--- src/rtl/im_loader_pkg.sv ---
// rtl/im_loader_pkg.sv - shared types and defaults for the instruction memory loader
//
// Purpose: loader state encoding, default geometry and the bytes-per-word helper.
// Ports:   none (package).

package im_loader_pkg;

  localparam int unsigned N_DEFAULT      = 32;
  localparam int unsigned ADDR_W_DEFAULT = 5;
  localparam int unsigned DEPTH_DEFAULT  = 32;

  function automatic int unsigned bytes_per_word(input int unsigned n);
    return n / 8;
  endfunction

  localparam int unsigned BYTES_PER_WORD = bytes_per_word(N_DEFAULT);

  typedef enum logic [2:0] {
    ST_IDLE = 3'd0,
    ST_LEN  = 3'd1,
    ST_DATA = 3'd2,
    ST_CHK  = 3'd3,
    ST_DONE = 3'd4,
    ST_ERR  = 3'd5
  } state_e;

endpackage

--- src/rtl/im_loader_byte_packer.sv ---
// rtl/im_loader_byte_packer.sv - little-endian byte-to-word packer
//
// Purpose: shifts accepted bytes into an N-bit word (first byte lands in bits 7:0),
//          counts the byte position and pulses word_ready_o for one cycle after the
//          byte that completes a word.
// Ports:   clk, rst_n      clock, synchronous active-low reset
//          clear_i         drop any partial word and restart at byte 0
//          byte_en_i       a data byte is accepted this cycle
//          byte_i          the accepted byte
//          last_byte_o     the next accepted byte completes the current word
//          word_ready_o    registered one-cycle pulse, word_o valid while high
//          word_o          packed word

module im_loader_byte_packer
  import im_loader_pkg::*;
#(
  parameter int unsigned N = N_DEFAULT
) (
  input  logic         clk,
  input  logic         rst_n,
  input  logic         clear_i,
  input  logic         byte_en_i,
  input  logic [7:0]   byte_i,
  output logic         last_byte_o,
  output logic         word_ready_o,
  output logic [N-1:0] word_o
);

  localparam int unsigned BPW   = bytes_per_word(N);
  localparam int unsigned IDX_W = (BPW > 1) ? $clog2(BPW) : 1;

  logic [IDX_W-1:0] idx_q;
  logic [N-1:0]     sreg_q;
  logic             ready_q;

  assign last_byte_o  = (idx_q == IDX_W'(BPW - 1));
  assign word_ready_o = ready_q;
  // After BPW shifts the first byte has moved down to bits 7:0; the register is
  // left untouched until the next accepted byte, so it is stable during the pulse.
  assign word_o       = sreg_q;

  always_ff @(posedge clk) begin
    if (!rst_n) begin
      idx_q   <= '0;
      sreg_q  <= '0;
      ready_q <= 1'b0;
    end else begin
      ready_q <= 1'b0;
      if (clear_i) begin
        idx_q  <= '0;
        sreg_q <= '0;
      end else if (byte_en_i) begin
        sreg_q <= (sreg_q >> 8) | (N'(byte_i) << (N - 8));
        if (last_byte_o) begin
          idx_q   <= '0;
          ready_q <= 1'b1;
        end else begin
          idx_q <= idx_q + 1'b1;
        end
      end
    end
  end

endmodule

--- src/rtl/im_loader.sv ---
// rtl/im_loader.sv - serial program loader for the instruction memory
//
// Purpose: accepts length, payload and XOR checksum bytes, writes packed words into
//          the instruction memory and holds the CPU until a verified load.
// Ports:   clk, rst_n               clock, synchronous active-low reset
//          start                    one-cycle load request (IDLE/DONE/ERR only)
//          byte_valid, byte_data    incoming byte stream
//          byte_ready               loader accepts a byte this cycle
//          we, waddr, wdata         one-cycle instruction memory write
//          cpu_hold                 CPU held while high
//          done, error              load result levels

module im_loader
  import im_loader_pkg::*;
#(
  parameter int unsigned N      = N_DEFAULT,
  parameter int unsigned ADDR_W = ADDR_W_DEFAULT,
  parameter int unsigned DEPTH  = DEPTH_DEFAULT
) (
  input  logic              clk,
  input  logic              rst_n,
  input  logic              start,
  input  logic              byte_valid,
  input  logic [7:0]        byte_data,
  output logic              byte_ready,
  output logic              we,
  output logic [ADDR_W-1:0] waddr,
  output logic [N-1:0]      wdata,
  output logic              cpu_hold,
  output logic              done,
  output logic              error
);

  state_e            state_q, state_d;
  logic [7:0]        len_q, len_d;
  logic [7:0]        chk_q, chk_d;
  logic [ADDR_W-1:0] wcnt_q, wcnt_d;
  logic [ADDR_W-1:0] waddr_q, waddr_d;
  logic              byte_ready_q, byte_ready_d;
  logic              cpu_hold_q, cpu_hold_d;
  logic              done_q, done_d;
  logic              error_q, error_d;

  logic              accept;
  logic              restart;
  logic              last_byte;
  logic [7:0]        last_word;

  assign accept    = byte_valid && byte_ready_q;
  assign restart   = start && (state_q == ST_IDLE || state_q == ST_DONE || state_q == ST_ERR);
  // len is in 1..DEPTH here, so len-1 always fits in ADDR_W bits.
  assign last_word = len_q - 8'd1;

  im_loader_byte_packer #(.N(N)) u_packer (
    .clk          (clk),
    .rst_n        (rst_n),
    .clear_i      (restart),
    .byte_en_i    (accept && state_q == ST_DATA),
    .byte_i       (byte_data),
    .last_byte_o  (last_byte),
    .word_ready_o (we),
    .word_o       (wdata)
  );

  always_comb begin
    state_d = state_q;
    len_d   = len_q;
    chk_d   = chk_q;
    wcnt_d  = wcnt_q;
    waddr_d = waddr_q;
    case (state_q)
      ST_IDLE: if (start) state_d = ST_LEN;
      ST_LEN: begin
        if (accept) begin
          if (byte_data == 8'd0 || 32'(byte_data) > 32'(DEPTH)) begin
            state_d = ST_ERR;
          end else begin
            len_d   = byte_data;
            state_d = ST_DATA;
          end
        end
      end
      ST_DATA: begin
        if (accept) begin
          chk_d = chk_q ^ byte_data;
          if (last_byte) begin
            // Address is captured alongside the packer's pulse so we/waddr/wdata align.
            waddr_d = wcnt_q;
            if (wcnt_q == ADDR_W'(last_word)) state_d = ST_CHK;
            else                              wcnt_d  = wcnt_q + 1'b1;
          end
        end
      end
      ST_CHK: begin
        if (accept) state_d = (byte_data == chk_q) ? ST_DONE : ST_ERR;
      end
      ST_DONE, ST_ERR: begin
        if (start) begin
          state_d = ST_LEN;
          chk_d   = '0;
          wcnt_d  = '0;
        end
      end
      default: state_d = ST_IDLE;
    endcase

    // Status flags are registered from the next state so they track state_q exactly.
    byte_ready_d = (state_d == ST_LEN) || (state_d == ST_DATA) || (state_d == ST_CHK);
    cpu_hold_d   = (state_d != ST_DONE);
    done_d       = (state_d == ST_DONE);
    error_d      = (state_d == ST_ERR);
  end

  always_ff @(posedge clk) begin
    if (!rst_n) begin
      state_q      <= ST_IDLE;
      len_q        <= '0;
      chk_q        <= '0;
      wcnt_q       <= '0;
      waddr_q      <= '0;
      byte_ready_q <= 1'b0;
      cpu_hold_q   <= 1'b1;
      done_q       <= 1'b0;
      error_q      <= 1'b0;
    end else begin
      state_q      <= state_d;
      len_q        <= len_d;
      chk_q        <= chk_d;
      wcnt_q       <= wcnt_d;
      waddr_q      <= waddr_d;
      byte_ready_q <= byte_ready_d;
      cpu_hold_q   <= cpu_hold_d;
      done_q       <= done_d;
      error_q      <= error_d;
    end
  end

  assign byte_ready = byte_ready_q;
  assign waddr      = waddr_q;
  assign cpu_hold   = cpu_hold_q;
  assign done       = done_q;
  assign error      = error_q;

endmodule

--- config.mk ---
export PLATFORM = sky130hd
export DESIGN_NAME = im_loader
export DESIGN_NICKNAME = d
export VERILOG_FILES = /design/src/rtl/im_loader_pkg.sv /design/src/rtl/im_loader_byte_packer.sv /design/src/rtl/im_loader.sv
export SDC_FILE = /design/constraint.sdc
export NUM_CORES = 1
export LEC_CHECK = 0
export CELL_PAD_IN_SITES_DETAIL_PLACEMENT = 1
export CELL_PAD_IN_SITES_GLOBAL_PLACEMENT = 1
export CORE_UTILIZATION = 35
export CTS_CLUSTER_DIAMETER = 150
export CTS_CLUSTER_SIZE = 24
export DETAILED_ROUTE_END_ITERATION = 6
export PLACE_DENSITY = 0.75
export SYNTH_ARGS = -nofsm -noshare
export SYNTH_HDL_FRONTEND = slang
export SYNTH_SLANG_ARGS = --single-unit
--- constraint.sdc ---
create_clock -name clk -period 4.6 [get_ports clk]
set_input_delay 0.92 -clock clk [delete_from_list [all_inputs] [get_ports clk]]
set_output_delay 0.92 -clock clk [all_outputs]
set_load 0.01 [all_outputs]
# Word-level counts from Yosys, hierarchy flattened
# Cells that the tools add are included.
[totals]
ff_bits = 65
in_bits = 12
out_inout_bits = 42
wordCells = 77
[classes]
addsub = 3
magnitude_cmp = 1
eq_ne = 18
mux = 19
bitwise = 5
n_reduce_logical = 19
[op_table]
columns = ["cell", "count"]
rows = [
  ["$or 24x32->32", 1],
  ["$mux 3", 7],
  ["$mux 5", 4],
  ["$mux 8", 2],
  ["$pmux 8 s2", 1],
  ["$eq 3x2->1 const B", 4],
  ["$eq 3x3->1 const B", 4],
  ["$pmux 3 s4", 1],
  ["$pmux 5 s2", 1],
  ["$reduce_and 3->1", 3],
  ["$eq 8x8->1", 1],
  ["$gt 8x6->1 const B", 1],
  ["$logic_not 8->1", 1],
  ["$ne 2x2->1 const B", 4],
  ["$xor 8x8->8", 1],
  ["$eq 3x1->1 const B", 2],
  ["$reduce_or 3->1", 2],
  ["$add 5x1->5 const B", 1],
  ["$eq 5x5->1", 1],
  ["$logic_or 1x1->1", 5],
  ["$reduce_and 5->1", 1],
  ["$sub 5x1->5 const B", 1],
  ["$reduce_or 2->1", 2],
  ["$logic_and 1x1->1", 3],
  ["8 further kinds", 11],
]

# Longest topological paths before layout
[logic_depth]
ltp_word = 9
ltp_mapped = 8
depth_no_buf = 7

# Hierarchy
# A second synthesis with hierarchy kept.
[hier_totals]
cells_unflattened = 296
area_unflattened_um2 = 2771.4
[by_module_without_submodules]
columns = ["module", "instances", "cells_per_inst", "area_each_um2", "seq_area_each_um2"]
rows = [
  ["im_loader", 1, 180, 1522.7, 600.6],
  ["im_loader_byte_packer", 1, 116, 1248.7, 700.7],
]

# Worst setup path after synthesis
# Ideal clock, no wire load.
[synth_timing]
path_type = "in2reg"
startpoint = "in byte_data[0]"
endpoint = "reg done_q, in the netlist done"
setup_time_ns = 0.059
arrival_time_ns = 2.445
required_ns = 4.541
slack_ns = 2.096
stages = 5
path_buffers = 0
cell_sequence = "or4_1 -> or3_4 -> a311o_1 -> a21oi_4 -> and3_2"
[synth_via]
elab_chain_len = 6
word_cells_on_any_way = 10
classes_between = "1 x order compare; 2 x eq/ne; 5 x mux; 2 x reduce/logical"
[synth_lines]
columns = ["element", "line", "text"]
rows = [
  ["start: declaration", "im_loader.sv:24", "input logic [7:0] byte_data,"],
  ["$gt 8x6->1 or $logic_not 8->1 (tied branches)", "im_loader.sv:75", "if (byte_data == 8'd0 || 32'(byte_data) > 32'(DEPTH)) begin"],
  ["$logic_or 1x1->1", "im_loader.sv:75", ""],
  ["$mux 3", "im_loader.sv:75", ""],
  ["$mux 3", "im_loader.sv:74", "if (accept) begin"],
  ["$pmux 3 s4 (*)", "im_loader.sv:71", "case (state_q)"],
  ["$eq 3x3->1 (*)", "im_loader.sv:110", "done_d = (state_d == ST_DONE);"],
  ["end signal: assignment", "im_loader.sv:133", "done_q <= done_d;"],
  ["end: declaration", "im_loader.sv:41", "logic done_q, done_d;"],
]
# Every way passes the cells marked *; elsewhere a longest branch is shown, timed or not.
# A chain may end at the register's enable or synchronous reset.

# Final worst setup path
# Same ends and word-level chain as after synthesis.

==> flow_summary.yaml <==
sta:
  fin_ws_ns: 1.805
  final.setup.tns_ns: 0
  setup_viol: 0
  slew_headroom_pct: 48.54
  worst_pin_slew_ns: 0.7695
  clock.fmax_mhz: 357.8
  timing.final.crit_share_pct: 60.76
  hold_viol: 0
  maxSlewViolCount: 0
  period_minus_slack_ns: 2.795
  rsz0062_at_grt: "no"
  skew_ns: 0.01203
critical_path:
  critPathLaunchType: "input pin"
  critPathMaxFanout: 5
  crit_required_ns: 4.88
  crit_chain: "clkdlybuf4s50_1 -> or4_1 -> o21ai_0 -> a31oi_1 -> a21oi_1 -> and3_2"
  end_kind: "flop"
  path_class: "in2reg"
  arrival_ns: 3.07
  max_stage_delay_ns: 0.58
  crit_slowest_cell: "or4_1"
placed_design:
  dpl_worst_slack_ns: 1.460
  io_buffers: 53
  hpwlAfterDp_mm: 5.008
  place_congestion: 0.8186
  dpl.cell_count: 479
power_and_ir_drop:
  leakage_nw: 1.235
  ir_drop_mv: 0.1617
  total_power_mw: 1.158
  power.density_nw_per_um2: 319.1
final_layout:
  nFillCells: 933
  nets: 403
  post-route-util_pct: 47.22
  diodes: 0
  drive_gt1_share_pct: 8.397
  stdcell_count: 495
  area_growth_syn_to_layout_pct: 30.62
clocking:
  clkLatencyLatePin_ns: 0.34
  cts-root-buf: "clkbuf_8"
  cts_sinks: 65
  clk_pin_slew_ns: 0.07
  cts_setup_buffers: 0
  ctsResizeCount: 0
  hold_buffers: 0
  cts_buffers: 9
  clk_path_buf_depth: 2
  htreeDepth: 3
  cts_tree: "yes"
synthesis:
  synth_edf_count: 0
  synth_compound_area_share_pct: 17.78
  syn-cell-area_um2: 2779
  synth_seq_cells: 65
  synthMuxAreaShare_pct: 2.161
  syn-mean-instance-area_um2: 8.271
  synth_xor_area_share_pct: 4.097
  synthAdderAreaFrac_pct: 1.351
  synth.distinct_cells: 40
  yosys.area_share.simple_pct: 24.81
  synth_ff_type: "dfxtp_1"
  synth_cells: 336
  synth_nets: 351
  ys_seq_area_share_pct: 46.83
  synth_async_sr_flop_share_pct: 0
  yosysWarnings: 0
  synth_top_family_by_area: "simple AND/OR/NAND/NOR gates"
global_routing:
  grt_pass1_vias: 2557
  met2_usage_pct: 31.76
  overflow: 0
  grt_max_degree: 36
  grt_pass1_wl_mm: 12.08
  grt-busiest-layer: "met2"
  gr-usage-all-layers_pct: 18.16
  antenna_found_initial: 0
  globalRouteMet3Util_pct: 4.020
  met1_usage_pct: 21.48
die:
  fp.dieW_um: 91.11
  io-pin-count: 54
  die_area_um2: 8300
  std_cell_rows: 32
  die_y_um: 91.11
  start_util_pct: 36.15
  core_area_um2: 7687
job:
  maxCapViolations: 0
routing:
  dr.pass1.iters: 4
  drc_errors: 0
  ant_nets: 0
  dr_total_vias: 2484
  viasPerCell: 5.018
  avgRoutedWirePerCell_um: 14.22
  drtIter0Drc: 84
  wl_mm: 7.039
status:
  status: "finished clean"
min_path:
  hp-class: "reg2reg"
worst paths after layout:
| path | from | endpoint | slack, ns | cells past startpoint |
|---|---|---|---|---|
| setup reg to reg | len_q[0] | done | 2.47 | 8 |
| hold reg to reg | u_packer.word_o[0] | u_packer.word_o[0] | 0.46 | 2 |
| setup / recovery | byte_data[0] | done | 1.80 | 6 |
| hold / removal | u_packer.word_o[0] | u_packer.word_o[0] | 0.46 | 2 |
critical path: cells and delay by family:
kind | cells | cell delay (ns)
buf+inv | 1 | 0.50
simple gates | 2 | 0.81
compound gates | 3 | 0.84
cell usage after synthesis (2+ instances only):
cell type / number / area (µm²)
nand2_1: 82 / 307.8
dfxtp_1: 65 / 1301
a21oi_1: 40 / 200.2
a21boi_0: 14 / 105.1
nor2_1: 14 / 52.55
clkbuf_1: 13 / 48.80
o21ai_0: 12 / 60.06
nor2b_1: 10 / 62.56
xor2_1: 10 / 87.58
or2_2: 8 / 50.05
mux2i_1: 6 / 60.06
nor3_1: 6 / 30.03
inv_1: 5 / 18.77
nand2b_1: 5 / 31.28
nand3_1: 4 / 20.02
or4_1: 4 / 30.03
a31oi_1: 3 / 18.77
buf_2: 3 / 15.01
ha_1: 3 / 37.54
o31ai_1: 3 / 22.52
or3_1: 3 / 18.77
xnor2_1: 3 / 26.28
nand3b_1: 2 / 15.01
o211ai_1: 2 / 15.01
registers in the layout (all words and copies together) (netlist names):
register	count
wcnt_q	5
done	1
cpu_hold	1
error	1
u_packer.word_o	32
byte_ready	1
waddr	5
state_q	3
u_packer.idx_q	2
chk_q	8
len_q	5
u_packer.word_ready_o	1
per-stage QoR:
stage | instance area [µm²] | hold WS, ns
5_1_grt | 3630 | 0.4841
3_3_place_gp | 3412 | 0.4454
3_5_place_dp | 3412 | 0.4537
4_1_cts | 3630 | 0.4641
2_1_floorplan | 2779 | 0.4400
6_report | 3630 | 0.4578
where the power goes:
part           switching, mW  internal [mW]  total [mW]
Clock                  0.230          0.307       0.538
Sequential           0.00332          0.565       0.568
Combinational         0.0306         0.0218      0.0524
Total                  0.264          0.894        1.16
cell usage in the layout (no fill, tap or decap), drive strengths merged, types with 4 or more instances in the layout:
master,count
nor2,14
clkdlybuf4s50,53
nand3,4
mux2i,6
or4,4
nor2b,10
o21ai,13
a21oi,41
or2,8
buf,4
a21boi,15
inv,6
nand2,82
nor3,6
dfxtp,65
or3,4
xor2,10
clkbuf,10
nand2b,5
kinds of logic (layout without fill, tap and decap cells):
logic type / count (synthesis) / after routing
buf+inv: 21 / 78
mux: 6 / 6
fa+ha+maj: 3 / 3
simple gates: 146 / 146
flops: 65 / 65
xor+xnor: 13 / 13
compound gates: 82 / 82
layer usage:
metal / part of all wire (%) / vias up
met5: 0 / -
met4: 1.7 / 0
met1: 44 / 1191
met2: 51 / 42
li1: - / 1241
met3: 2.9 / 10
final cells by class:
| type | count | area [µm²] | area share [%] |
|---|---|---|---|
| timing repair buffer | 57 | 560.5 | 15.44 |
| sequential | 65 | 1301 | 35.85 |
| clock inverter | 6 | 90.09 | 2.482 |
| multi-input combinational | 250 | 1404 | 38.68 |
| inverter | 5 | 18.77 | 0.5171 |
| tap | 102 | 127.6 | 3.516 |
| clock buffer | 10 | 127.6 | 3.516 |
Power figures use the tool's default switching activity.
